<file path="src/rtl/counter_reader.sv">
// counter_reader: runs LOAD/READ commands against a shared counter bus; rsp_delta only with COUNTER_READER_DELTA_EN.
// Latency: LOAD pulses the cycle after acceptance; READ result is valid TURN_CYCLES edges after acceptance.
// Backpressure: req_ready only in IDLE; the response holds until rsp_ready, then one turnaround cycle.
module counter_reader #(
  parameter int TURN_CYCLES = 1
) (
  input  logic       clk,
  input  logic       rst,
  input  logic       req_valid,
  output logic       req_ready,
  input  logic       req_op,
  input  logic [7:0] req_data,
  output logic       cnt_load_e,
  output logic [7:0] cnt_load_val,
  output logic       cnt_out_e,
  input  logic [7:0] cnt_bus,
  output logic       rsp_valid,
  input  logic       rsp_ready,
  output logic [7:0] rsp_data,
  output logic [7:0] rsp_delta
);

  typedef enum logic [2:0] {
    IDLE,
    LOAD,
    ENABLE,
    RESP,
    TURN
  } state_t;

  state_t     state_q, state_d;
  logic [3:0] en_cnt_q;
  logic [7:0] load_val_q;
  logic [7:0] rsp_data_q;
  logic       accept;
  logic       sample;

  assign accept = req_valid && (state_q == IDLE);
  // The bus is captured on the edge that closes the final enable cycle.
  assign sample = (state_q == ENABLE) && (en_cnt_q == 4'(TURN_CYCLES - 1));

  always_ff @(posedge clk or posedge rst) begin
    if (rst) begin
      state_q    <= IDLE;
      en_cnt_q   <= 4'd0;
      load_val_q <= 8'h00;
      rsp_data_q <= 8'h00;
    end else begin
      state_q  <= state_d;
      en_cnt_q <= (state_q == ENABLE) ? en_cnt_q + 4'd1 : 4'd0;
      if (accept && req_op) begin
        load_val_q <= req_data;
      end
      if (sample) begin
        rsp_data_q <= cnt_bus;
      end
    end
  end

  always_comb begin
    state_d      = state_q;
    req_ready    = 1'b0;
    cnt_load_e   = 1'b0;
    cnt_load_val = 8'h00;
    cnt_out_e    = 1'b0;
    rsp_valid    = 1'b0;
    case (state_q)
      IDLE: begin
        req_ready = 1'b1;
        if (accept) begin
          state_d = req_op ? LOAD : ENABLE;
        end
      end
      LOAD: begin
        cnt_load_e   = 1'b1;
        cnt_load_val = load_val_q;
        state_d      = IDLE;
      end
      ENABLE: begin
        cnt_out_e = 1'b1;
        if (sample) begin
          state_d = RESP;
        end
      end
      RESP: begin
        rsp_valid = 1'b1;
        if (rsp_ready) begin
          state_d = TURN;
        end
      end
      TURN: begin
        state_d = IDLE;
      end
      default: begin
        state_d = IDLE;
      end
    endcase
  end

  assign rsp_data = rsp_data_q;

`ifdef COUNTER_READER_DELTA_EN
  logic [7:0] ref_q;
  logic [7:0] rsp_delta_q;

  // Reference tracks the last value written to or read from the counter.
  always_ff @(posedge clk or posedge rst) begin
    if (rst) begin
      ref_q       <= 8'h00;
      rsp_delta_q <= 8'h00;
    end else if (accept && req_op) begin
      ref_q <= req_data;
    end else if (sample) begin
      ref_q       <= cnt_bus;
      rsp_delta_q <= cnt_bus - ref_q;
    end
  end

  assign rsp_delta = rsp_delta_q;
`else
  assign rsp_delta = 8'h00;
`endif

endmodule
</file>
<file path="config.mk">
export PLATFORM = sky130hd
export DESIGN_NAME = counter_reader
export DESIGN_NICKNAME = d
export VERILOG_FILES = /design/src/rtl/counter_reader.sv
export SDC_FILE = /design/constraint.sdc
export NUM_CORES = 1
export LEC_CHECK = 0
export ABC_CLOCK_PERIOD_IN_PS = 2500
export BUFFER_PORTS_ARGS = -buffer_cell sky130_fd_sc_hd__buf_2
export CORE_ASPECT_RATIO = 0.9
export CORE_MARGIN = 1.5
export CORE_UTILIZATION = 40
export CTS_BUF_LIST = sky130_fd_sc_hd__clkbuf_4 sky130_fd_sc_hd__clkbuf_8 sky130_fd_sc_hd__clkbuf_16
export DETAILED_ROUTE_END_ITERATION = 16
export PLACE_DENSITY = 0.68
export SLEW_MARGIN = 20
export SYNTH_ARGS = -nofsm -noshare
export SYNTH_HDL_FRONTEND = slang
export SYNTH_SLANG_ARGS = --single-unit
</file>
<file path="constraint.sdc">
create_clock -name clk -period 2.5 [get_ports clk]
set_clock_uncertainty 0.05 [all_clocks]
set_input_delay 0.5 -clock clk [delete_from_list [all_inputs] [get_ports clk]]
set_output_delay 0.5 -clock clk [all_outputs]
set_load 0.01 [all_outputs]
</file>
==> summary.txt, run 1 <==
STA
  • Max_slew headroom: 42.4%
  • Max Fclk: 490 MHz
  • Min Tclk post-route: 2.04 ns
  • Final setup viols: 0
  • Hold slack: 0.296 ns
  • Tcrit/Tclk final: 81.7%
  • Worst setup margin: 0.459 ns
  • Final hold vios: 0
  • Final-report max-slew violation count: 0
  • RSZ-0062 raised after global routing: no
  • Worst-Margin Slew: 0.864 ns
  • Setup TNS: 0 ns

Outcome
  • Status: completed

Global route
  • Global Route Usage Sum: 14.4%
  • Largest net degree at the start of global routing: 24
  • First-pass GRT wire length: 3260 µm
  • Vias in the first global route: 775
  • Initial antenna violation count: 0
  • Grt total ovfl: 0

Critical path
  • Largest delay share family, worst path: simple AND/OR/NAND/NOR gates
  • Worst R2R Setup Slack: 0.53 ns
  • Setup Crit Path Kind: flop to primary output
  • Crit path cell chain: nor2_1 > and3_1 > buf_2
  • Worst path depth: 3
  • Reg-to-Reg Start: state_q[2]
  • Data required, critical path: 1.95 ns
  • Capture point of the critical path: cnt_load_val[2]
  • Worst Setup SP: state_q[2]
  • Capturing point of the worst reg2reg path: rsp_data[7]
  • CP startpoint kind: flop
  • WP buf/inv: 1
  • Crit path max fanout: 10
  • Worst EP arrival: 1.49 ns
  • Worst Reg-to-Reg Cells: 3
  • CP peak stage delay: 0.45 ns
  • Slowest cell on the critical path: dfrtp_1
  • Crit. End Element: primary output

Placed design
  • PortBufs: 40
  • Cell Area, Placed: 1310 µm²
  • Placer Congestion: 0.660
  • Placement Setup Slack: 0.537 ns
  • Placed cells: 155
  • Dpl hpwl: 1570 µm

Die
  • Die W: 58.6 µm
  • Initial core utilization: 43.6%
  • Core Box Area: 2550 µm²
  • Die height: 53.0 µm
  • IO Pins: 49
  • Area of the die: 3110 µm²
  • Std-Cell Rows: 17

Detailed routing
  • DR vias: 768
  • Post-route DRC: 0
  • Routed Antenna Nets: 0
  • Drt wl/cell: 12.8 µm
  • First-pass DRT Iterations: 2
  • Initial DRC Count: 17
  • Drt total wl: 2040 µm
  • Vias per Instance: 4.83

Min path
  • Min-delay worst type: input port to async pin

Synthesis
  • Unique masters post-synth: 25
  • Mapped Area: 1110 µm²
  • Synth Register Bits: 23
  • Post-Synthesis Cells: 89
  • YS warnings: 0
  • Post-Syn Area per Cell: 12.5 µm²
  • Sequential area share after synthesis: 51.7%

Clocking
  • CTS HTree Levels: 1
  • CTS clk-pin slew, worst paths: 0.13 ns
  • TritonCTS clock tree: yes
  • # resized after CTS: 0
  • Root buf cell: clkbuf_4
  • Clk sinks: 23
  • CTS buffer count: 3
  • Hold buffers post-CTS: 0
  • Bufs on Longest Clock Path: 2
  • Worst skew pair latency: 0.31 ns
  • Number of post-CTS setup repair buffers: 0

Finish
  • Final instance area: 1330 µm²
  • Final Non-Filler Cells: 159
  • Fillers: 236
  • Layout cells sized above 1: 48.9%
  • Layout Utilization: 52.3%
  • # nets final: 155
  • P&R area growth vs syn: 19.9%
  • ANT cells: 0

Job
  • MaxCap Viol Count: 0

Power
  • Pwr Total: 1.54 mW
  • Peak VDD IR: 0.000415 V
  • LEAKAGE: 0.751 nW
  • PwrDens: 1150 nW/µm²
## state kept, by name (all words and copies together), names as in the netlist
register / cells
load_val_q: 8
en_cnt_q: 4
rsp_data: 8
state_q: 3
## kinds of logic after synthesis
kind of cell / count (synthesis) / synth area share, %
other: 1 / 0.337
XOR/XNOR: 2 / 1.58
flip-flops: 23 / 51.7
buffers and inverters: 15 / 8.44
AO/OA/AOI/OAI: 3 / 1.58
adder cells (fa/ha/maj): 2 / 2.25
AND/OR/NAND/NOR: 27 / 15.2
multiplexers: 16 / 18.9
## worst min-delay path by stage
stage | cells after the start | slack (ns) | to | from
detailed placement | 1 | 0.44 | en_cnt_q[0] | en_cnt_q[0]
finish | 2 | 0.30 | rsp_data[0] | rst
global route | 2 | 0.34 | load_val_q[5] | req_data[5]
CTS | 2 | 0.32 | rsp_data[0] | rst
global placement | 1 | 0.43 | en_cnt_q[0] | en_cnt_q[0]
floorplan | 1 | 0.40 | en_cnt_q[0] | en_cnt_q[0]
## synth_stat cells (all sizes together)
| master | n | area [µm²] |
|---|---|---|
| dfrtp | 23 | 576 |
| mux2 | 16 | 210 |
| buf | 9 | 71.3 |
| and3 | 8 | 50.1 |
| nor2 | 6 | 22.5 |
| inv | 5 | 18.8 |
| and2 | 3 | 18.8 |
| a21oi | 2 | 10.0 |
| and3b | 2 | 18.8 |
| ha | 2 | 25.0 |
| nand2 | 2 | 7.51 |
| a211oi | 1 | 7.51 |
| clkbuf | 1 | 3.75 |
| conb | 1 | 3.75 |
| nand3 | 1 | 5.00 |
| nor3 | 1 | 5.00 |
| nor3b | 1 | 7.51 |
| nor4b | 1 | 8.76 |
| or3b | 1 | 11.3 |
| or4b | 1 | 13.8 |
| xnor2 | 1 | 8.76 |
| xor2 | 1 | 8.76 |
## cells in the final DEF (no fill, tap or decap), types with 2 or more instances in the layout
| cell type | instances |
|---|---|
| buf_2 | 40 |
| dfrtp_1 | 23 |
| mux2_2 | 8 |
| mux2_4 | 8 |
| and3_1 | 8 |
| conb_1 | 8 |
| nor2_1 | 6 |
| inv_1 | 5 |
| and2_1 | 3 |
| clkbuf_4 | 3 |
| nand2_1 | 2 |
| a21oi_1 | 2 |
| ha_1 | 2 |
## layout make-up
cell class / count / area [µm²] / share of cell area (%)
clock buffers: 3 / 22.5 / 1.69
clock inverters: 1 / 5.00 / 0.375
inverters: 5 / 18.8 / 1.41
multi-input cells: 58 / 469 / 35.2
flip-flops and latches: 23 / 576 / 43.2
well taps: 28 / 35.0 / 2.63
repair buffers: 41 / 208 / 15.6
## report_power, final
part	switching [mW]	internal, mW
clock network	0.113	0.0597
logic	0.331	0.408
registers	0.0907	0.535
total	0.534	1.00
## routing by layer
metal / vias to the layer above / wire length (µm) / global-route usage, %
li1: 368 / - / -
met1: 369 / 868 / 14.7
met2: 29 / 1010 / 26.8
met3: 2 / 143 / 6.36
met4: 0 / 15 / 4.17
met5: - / 0 / 0
(Power assumes the default switching activity.)
==> run 2: changes to the inputs <==
- ABC_AREA: not set -> 1
- ABC_CLOCK_PERIOD_IN_PS: 2500 -> 1900
- clock period: 2.5 -> 1.9 ns (I/O delays scaled with it)
==> run 2 against run 1 <==
Effect of this change: clock power up 26%; area after synthesis up 0.34%; highest routed layer unchanged; global-route usage up 0.82 points; combinational power up 27%; sequential share of layout area down 0.40 points; die area up 0.32%.
==> summary.txt, run 2 <==
STA
  • Final hold vios: 0 (unchanged)
  • Max Fclk: 565 MHz
  • RSZ-0062 raised after global routing: no (unchanged)
  • Tcrit/Tclk final: 93.2%
  • Min Tclk post-route: 1.77 ns
  • Final-report max-slew violation count: 0 (unchanged)
  • Setup TNS: 0 ns (unchanged)
  • Final setup viols: 0 (unchanged)

Synthesis
  • Synth top area cells: dfrtp_1, nand2_1, nor2_1 (was dfrtp_1, mux2_4, mux2_2)
  • Mapped Area: 1120 µm² (was 1110 µm²)
  • Post-Syn Area per Cell: 8.15 µm² (was 12.5 µm²)
  • Sequential area share after synthesis: 51.6% (was 51.7%)
  • Cell accounting for the most synthesized area: dfrtp_1 (unchanged)
  • Post-synth EDFFs: 0 (unchanged)
  • Post-Synthesis Cells: 137 (was 89)
  • YS warnings: 0 (unchanged)
  • Dominant synthesized flop cell: dfrtp_1 (unchanged)
  • Top cells by count, synth: nand2_1, nor2_1, dfrtp_1 (was dfrtp_1, and3_1, buf_4, mux2_2, mux2_4)
  • Synth Register Bits: 23 (unchanged)
  • Yosys top cell area share: 51.6% (was 51.7%)
  • Unique masters post-synth: 19 (was 25)
  • Async SR Flop Fraction: 100% (unchanged)

Critical path
  • Setup Crit Path Kind: flop to primary output (unchanged)
  • Worst EP arrival: 1.34 ns (was 1.49 ns)
  • Crit path max fanout: 8 (was 10)
  • Worst Reg-to-Reg Cells: 6 (was 3)
  • Capture point of the critical path: cnt_load_val[2] (unchanged)
  • Worst R2R Setup Slack: 0.51 ns (was 0.53 ns)
  • CP startpoint kind: flop (unchanged)
  • Worst Setup SP: state_q[2] (unchanged)
  • Data required, critical path: 1.47 ns (was 1.95 ns)
  • Crit. End Element: primary output (unchanged)
  • Capturing point of the worst reg2reg path: rsp_data[4] (was rsp_data[7])
  • Reg-to-Reg Start: state_q[0] (was state_q[2])

Finish
  • Fillers: 261 (was 236)
  • ANT cells: 0 (unchanged)
  • Most frequent cells in the layout: buf_2, nor2_1, nand2_1 (was buf_2, dfrtp_1)
  • Layout cells sized above 1: 29.4% (was 48.9%)
  • # nets final: 204 (was 155)
  • P&R area growth vs syn: 20.6% (was 19.9%)
  • Layout Utilization: 52.7% (was 52.3%)
  • Commonest non-fill, non-tap cell in the layout: buf_2 (unchanged)
  • Final instance area: 1350 µm² (was 1330 µm²)

Die
  • IO Pins: 49 (unchanged)
  • Core Box Area: 2550 µm² (unchanged)
  • Std-Cell Rows: 17 (unchanged)
  • Die W: 58.7 µm (was 58.6 µm)
  • Die height: 53.1 µm (was 53.0 µm)
  • Initial core utilization: 43.7% (was 43.6%)
  • Area of the die: 3120 µm² (was 3110 µm²)

Detailed routing
  • Vias per Instance: 4.43 (was 4.83)
  • Routed Antenna Nets: 0 (unchanged)
  • Drt wl/cell: 9.92 µm (was 12.8 µm)
  • First-pass DRT Iterations: 4 (was 2)
  • DR vias: 922 (was 768)
  • Initial DRC Count: 52 (was 17)
  • Post-route DRC: 0 (unchanged)
  • Drt total wl: 2060 µm (was 2040 µm)

Clocking
  • Hold buffers post-CTS: 0 (unchanged)
  • Clk sinks: 23 (unchanged)
  • TritonCTS clock tree: yes (unchanged)
  • CTS buffer count: 3 (unchanged)
  • CTS clk-pin slew, worst paths: 0.12 ns (was 0.13 ns)
  • Root buf cell: clkbuf_4 (unchanged)
  • Bufs on Longest Clock Path: 2 (unchanged)
  • Worst skew pair latency: 0.30 ns (was 0.31 ns)
  • CTS HTree Levels: 1 (unchanged)

Global route
  • Grt total ovfl: 0 (unchanged)
  • First-pass GRT wire length: 3510 µm (was 3260 µm)
  • Initial antenna violation count: 0 (unchanged)
  • Vias in the first global route: 815 (was 775)
  • Largest net degree at the start of global routing: 24 (unchanged)
  • Global Route Usage Sum: 15.3% (was 14.4%)

Power
  • PwrDens: 1450 nW/µm² (was 1150 nW/µm²)
  • Peak VDD IR: 0.000807 V (was 0.000415 V)
  • LEAKAGE: 0.807 nW (was 0.751 nW)

Placed design
  • PortBufs: 40 (unchanged)
  • Placer Congestion: 0.787 (was 0.660)
  • Cell Area, Placed: 1310 µm² (about the same)
  • Dpl hpwl: 1680 µm (was 1570 µm)

Min path
  • Min-delay worst type: input port to async pin (unchanged)

Job
  • MaxCap Viol Count: 0 (unchanged)

Outcome
  • Status: completed (unchanged)
-- run 2: logic make-up after synthesis --
kind of cell	Yosys count	synth area share (%)
and+or+nand+nor	67	25.3
buffers and inverters	32	14.5
DFF	23	51.6
AOI/OAI and AO/OA	10	4.48
xor gates and xnor gates	2	1.57
adders and majority gates	2	2.24
other	1	0.336
-- run 2: routing by layer --
layer	wire length, µm	track usage, %
met1	954	18.6
met2	939	26.0
met3	155	5.38
met4	14	3.41
met5	0	0
-- run 2: what timing repair did --
item	CTS	global route
endpoints found under the setup margin	0	8
gates resized for setup	0	2
buffers inserted	0	0
-- run 2: layout make-up --
| class | instances | area (µm²) | share of cell area, % |
|---|---|---|---|
| Sequential cell | 23 | 576 | 42.8 |
| Multi-Input combinational cell | 89 | 410 | 30.5 |
| Clock buffer | 3 | 22.5 | 1.67 |
| Timing Repair Buffer | 42 | 215 | 16.0 |
| Clock inverter | 1 | 5.00 | 0.372 |
| Tap cell | 28 | 35.0 | 2.60 |
| Inverter | 22 | 82.6 | 6.13 |
-- run 2: worst min path at each step --
stage,startpoint,cells past startpoint,endpoint,slack (ns)
after floorplan,rst,1,en_cnt_q[0],0.33
after global placement,rst,3,rsp_data[2],0.38
after detailed placement,rst,3,state_q[1],0.38
after CTS,rst,3,state_q[1],0.04
after global routing,rst,3,load_val_q[6],0.05
final,rst,3,rsp_data[3],0.03
-- run 2: worst max-delay path, cell delays in order, from the launching register on --
cell and delay, ns:
dfrtp_1 0.46, nor3_2 0.23, inv_2 0.10, nor2_1 0.11, buf_2 0.14
-- run 2: metrics by stage --
| step | power [mW] | worst slack [ns] | std cells | hold slack [ns] |
|---|---|---|---|---|
| global route | 2.16 | 0.00159 | 208 | 0.0458 |
| finish | 1.95 | 0.129 | 208 | 0.0336 |
| CTS | 1.97 | 0.0137 | 208 | 0.0375 |
| global placement | 1.71 | 0.414 | 204 | 0.382 |
| detailed placement | 1.75 | 0.363 | 204 | 0.385 |
| floorplan | 1.43 | 0.293 | 144 | 0.332 |
-- run 2: power breakdown --
group	total, mW	internal, mW	switching [mW]
Clock	0.216	0.0785	0.137
Combinational	0.939	0.352	0.587
Sequential	0.796	0.689	0.108
Total	1.95	1.12	0.831
==> run 3: changes to the inputs <==
- ABC_AREA: 1 -> not set
- CTS_CLUSTER_SIZE: not set -> 25
- RECOVER_POWER: not set -> 25
==> run 3 against run 2 <==
Effect of this change: utilization up 2.2 points; via count decreased by 16%; register-to-register slack got worse by 0.50 ns; sequential power increased by 2%; power increased by 10%; critical path type is now flop to flop; final cell count fell by 20%; non-clock buffer count increased by 6; sequential share of layout area decreased by 1.7 points.
==> summary.txt, run 3 (synthesis results as in run 1) <==
Finish
  • Most frequent cells in the layout: buf_2, dfrtp_1 (was buf_2, nor2_1, nand2_1)
  • Commonest non-fill, non-tap cell in the layout: buf_2 (unchanged)
  • Area occupied by multi-input gates: 477 µm² (was 410 µm²)
  • # nets final: 162 (was 204)
  • ANT cells: 0 (unchanged)
  • Final Non-Filler Cells: 166 (was 208)
  • Layout Utilization: 54.9% (was 52.7%)
  • P&R area growth vs syn: 26.0% (was 20.6%)
  • Register Area: 576 µm² (unchanged)
  • Fillers: 221 (was 261)
  • Layout cells sized above 1: 52.2% (was 29.4%)

Critical path
  • CP peak stage delay: 0.60 ns (was 0.46 ns)
  • CP startpoint kind: flop (unchanged)
  • Data required, critical path: 2.05 ns (was 1.47 ns)
  • Crit. End Element: flop (was primary output)
  • Crit path max fanout: 8 (unchanged)
  • Setup Crit Path Kind: flop to flop (was flop to primary output)
  • Slowest cell on the critical path: or4b_4 (was dfrtp_1)
  • Worst EP arrival: 2.04 ns (was 1.34 ns)
  • Crit path cell chain: or3b_4 > or4b_4 > mux2_4 (was nor3_2 > inv_2 > nor2_1 > buf_2)

Detailed routing
  • Drt wl/cell: 11.9 µm (was 9.92 µm)
  • Vias per Instance: 4.68 (was 4.43)
  • DR WL met3: 134 µm (was 155 µm)
  • Drt total wl: 1980 µm (was 2060 µm)
  • First-pass DRT Iterations: 4 (unchanged)
  • Post-route DRC: 0 (unchanged)
  • Met1 wire length: 916 µm (was 954 µm)
  • Initial DRC Count: 23 (was 52)
  • Routed Antenna Nets: 0 (unchanged)
  • DR vias: 777 (was 922)
  • Met2 wire length: 906 µm (was 939 µm)
  • Top sig layer: met4 (unchanged)

STA
  • Final setup viols: 0 (unchanged)
  • Final-report max-slew violation count: 0 (unchanged)
  • Min Tclk post-route: 1.89 ns (was 1.77 ns)
  • Max_slew headroom: 19.0%
  • Final hold vios: 0 (unchanged)
  • Worst-Margin Slew: 1.22 ns
  • Max Fclk: 530 MHz (was 565 MHz)
  • RSZ-0062 raised after global routing: yes (was no)
  • Tcrit/Tclk final: 99.3% (was 93.2%)

Placed design
  • PortBufs: 40 (unchanged)
  • Dpl hpwl: 1540 µm (was 1680 µm)
  • Placed cells: 160 (was 204)
  • Placer Congestion: 0.739 (was 0.787)

Die
  • IO Pins: 49 (unchanged)
  • Die height: 53.0 µm (was 53.1 µm)
  • Die W: 58.6 µm (was 58.7 µm)
  • Std-Cell Rows: 17 (unchanged)
  • Core Box Area: 2550 µm² (unchanged)
  • Area of the die: 3110 µm² (was 3120 µm²)
  • Initial core utilization: 43.6% (was 43.7%)

Clocking
  • TritonCTS clock tree: yes (unchanged)
  • Worst skew pair latency: 0.30 ns (about the same)
  • CTS clk-pin slew, worst paths: 0.12 ns (about the same)
  • Bufs on Longest Clock Path: 2 (unchanged)
  • Clk sinks: 23 (unchanged)
  • CTS buffer count: 3 (unchanged)
  • CTS HTree Levels: 1 (unchanged)
  • Hold buffers post-CTS: 0 (unchanged)
  • Root buf cell: clkbuf_4 (unchanged)

Global route
  • Global Route Usage Sum: 14.2% (was 15.3%)
  • Initial antenna violation count: 0 (unchanged)
  • Largest net degree at the start of global routing: 24 (unchanged)
  • First-pass GRT wire length: 3260 µm (was 3510 µm)
  • Vias in the first global route: 719 (was 815)
  • Grt total ovfl: 0 (unchanged)

Outcome
  • Status: completed (unchanged)

Power
  • LEAKAGE: 0.784 nW (was 0.807 nW)
  • Peak VDD IR: 0.000467 V (was 0.000807 V)
  • PwrDens: 1530 nW/µm² (was 1450 nW/µm²)

Min path
  • Min-delay worst type: input port to flop (was input port to async pin)

Job
  • MaxCap Viol Count: 0 (unchanged)
==> run 3: area by class of cell <==
cell class / count / area share (%)
Tap cell: 28 / 2.50
Clock inverter: 1 / 0.357
Multi-Input combinational cell: 58 / 34.0
Inverter: 5 / 1.34
Sequential cell: 23 / 41.1
Timing Repair Buffer: 48 / 19.1
Clock buffer: 3 / 1.61
==> run 3: per-stage QoR <==
step                      power [mW]  hold WS, ns  cell area, µm²  setup TNS [ns]  setup WS (ns)
after global placement          1.84        0.378            1340               0         0.0668
after detailed placement        1.88        0.385            1340               0         0.0315
after floorplan                 1.53        0.332            1140          -0.123        -0.0154
after CTS                       2.11       0.0341            1380               0         0.0189
final                           2.15        0.247            1400               0         0.0128
after global routing            2.34        0.226            1400          -0.169        -0.0261
==> run 3: repair_timing <==
action,in CTS,in global routing
buffers inserted,0,2
setup endpoints to repair,7,16
pin swaps,0,1
gates resized for setup,2,4
gates cloned,0,0
==> run 3: per-layer routing <==
metal  track usage [%]  vias up
li1                  -      383
met1              19.5      359
met2              21.2       33
met3              3.18        2
met4              6.82        0
met5                 0        -
==> run 3: worst paths after layout <==
path,startpoint,to,slack (ns),cells past startpoint
min in group asynchronous,rst,rsp_data[7],0.40,3
min,cnt_bus[4],rsp_data[4],0.25,2
min reg2reg,en_cnt_q[0],en_cnt_q[0],0.44,1
max reg2reg,state_q[2],rsp_data[2],0.01,3
max,state_q[2],rsp_data[2],0.01,3
max in group asynchronous,rst,load_val_q[5],0.69,3
==> run 3: critical path: cells and delay by family, from the launching register on <==
kind	cells	cell delay, ns
muxes	1	0.33
and+or+nand+nor	2	1.01
DFF	1	0.40
==> run 3: power breakdown <==
group,switching [mW],internal (mW),total (mW)
logic,0.478,0.640,1.12
registers,0.109,0.704,0.812
clock network,0.140,0.0785,0.218
total,0.727,1.42,2.15
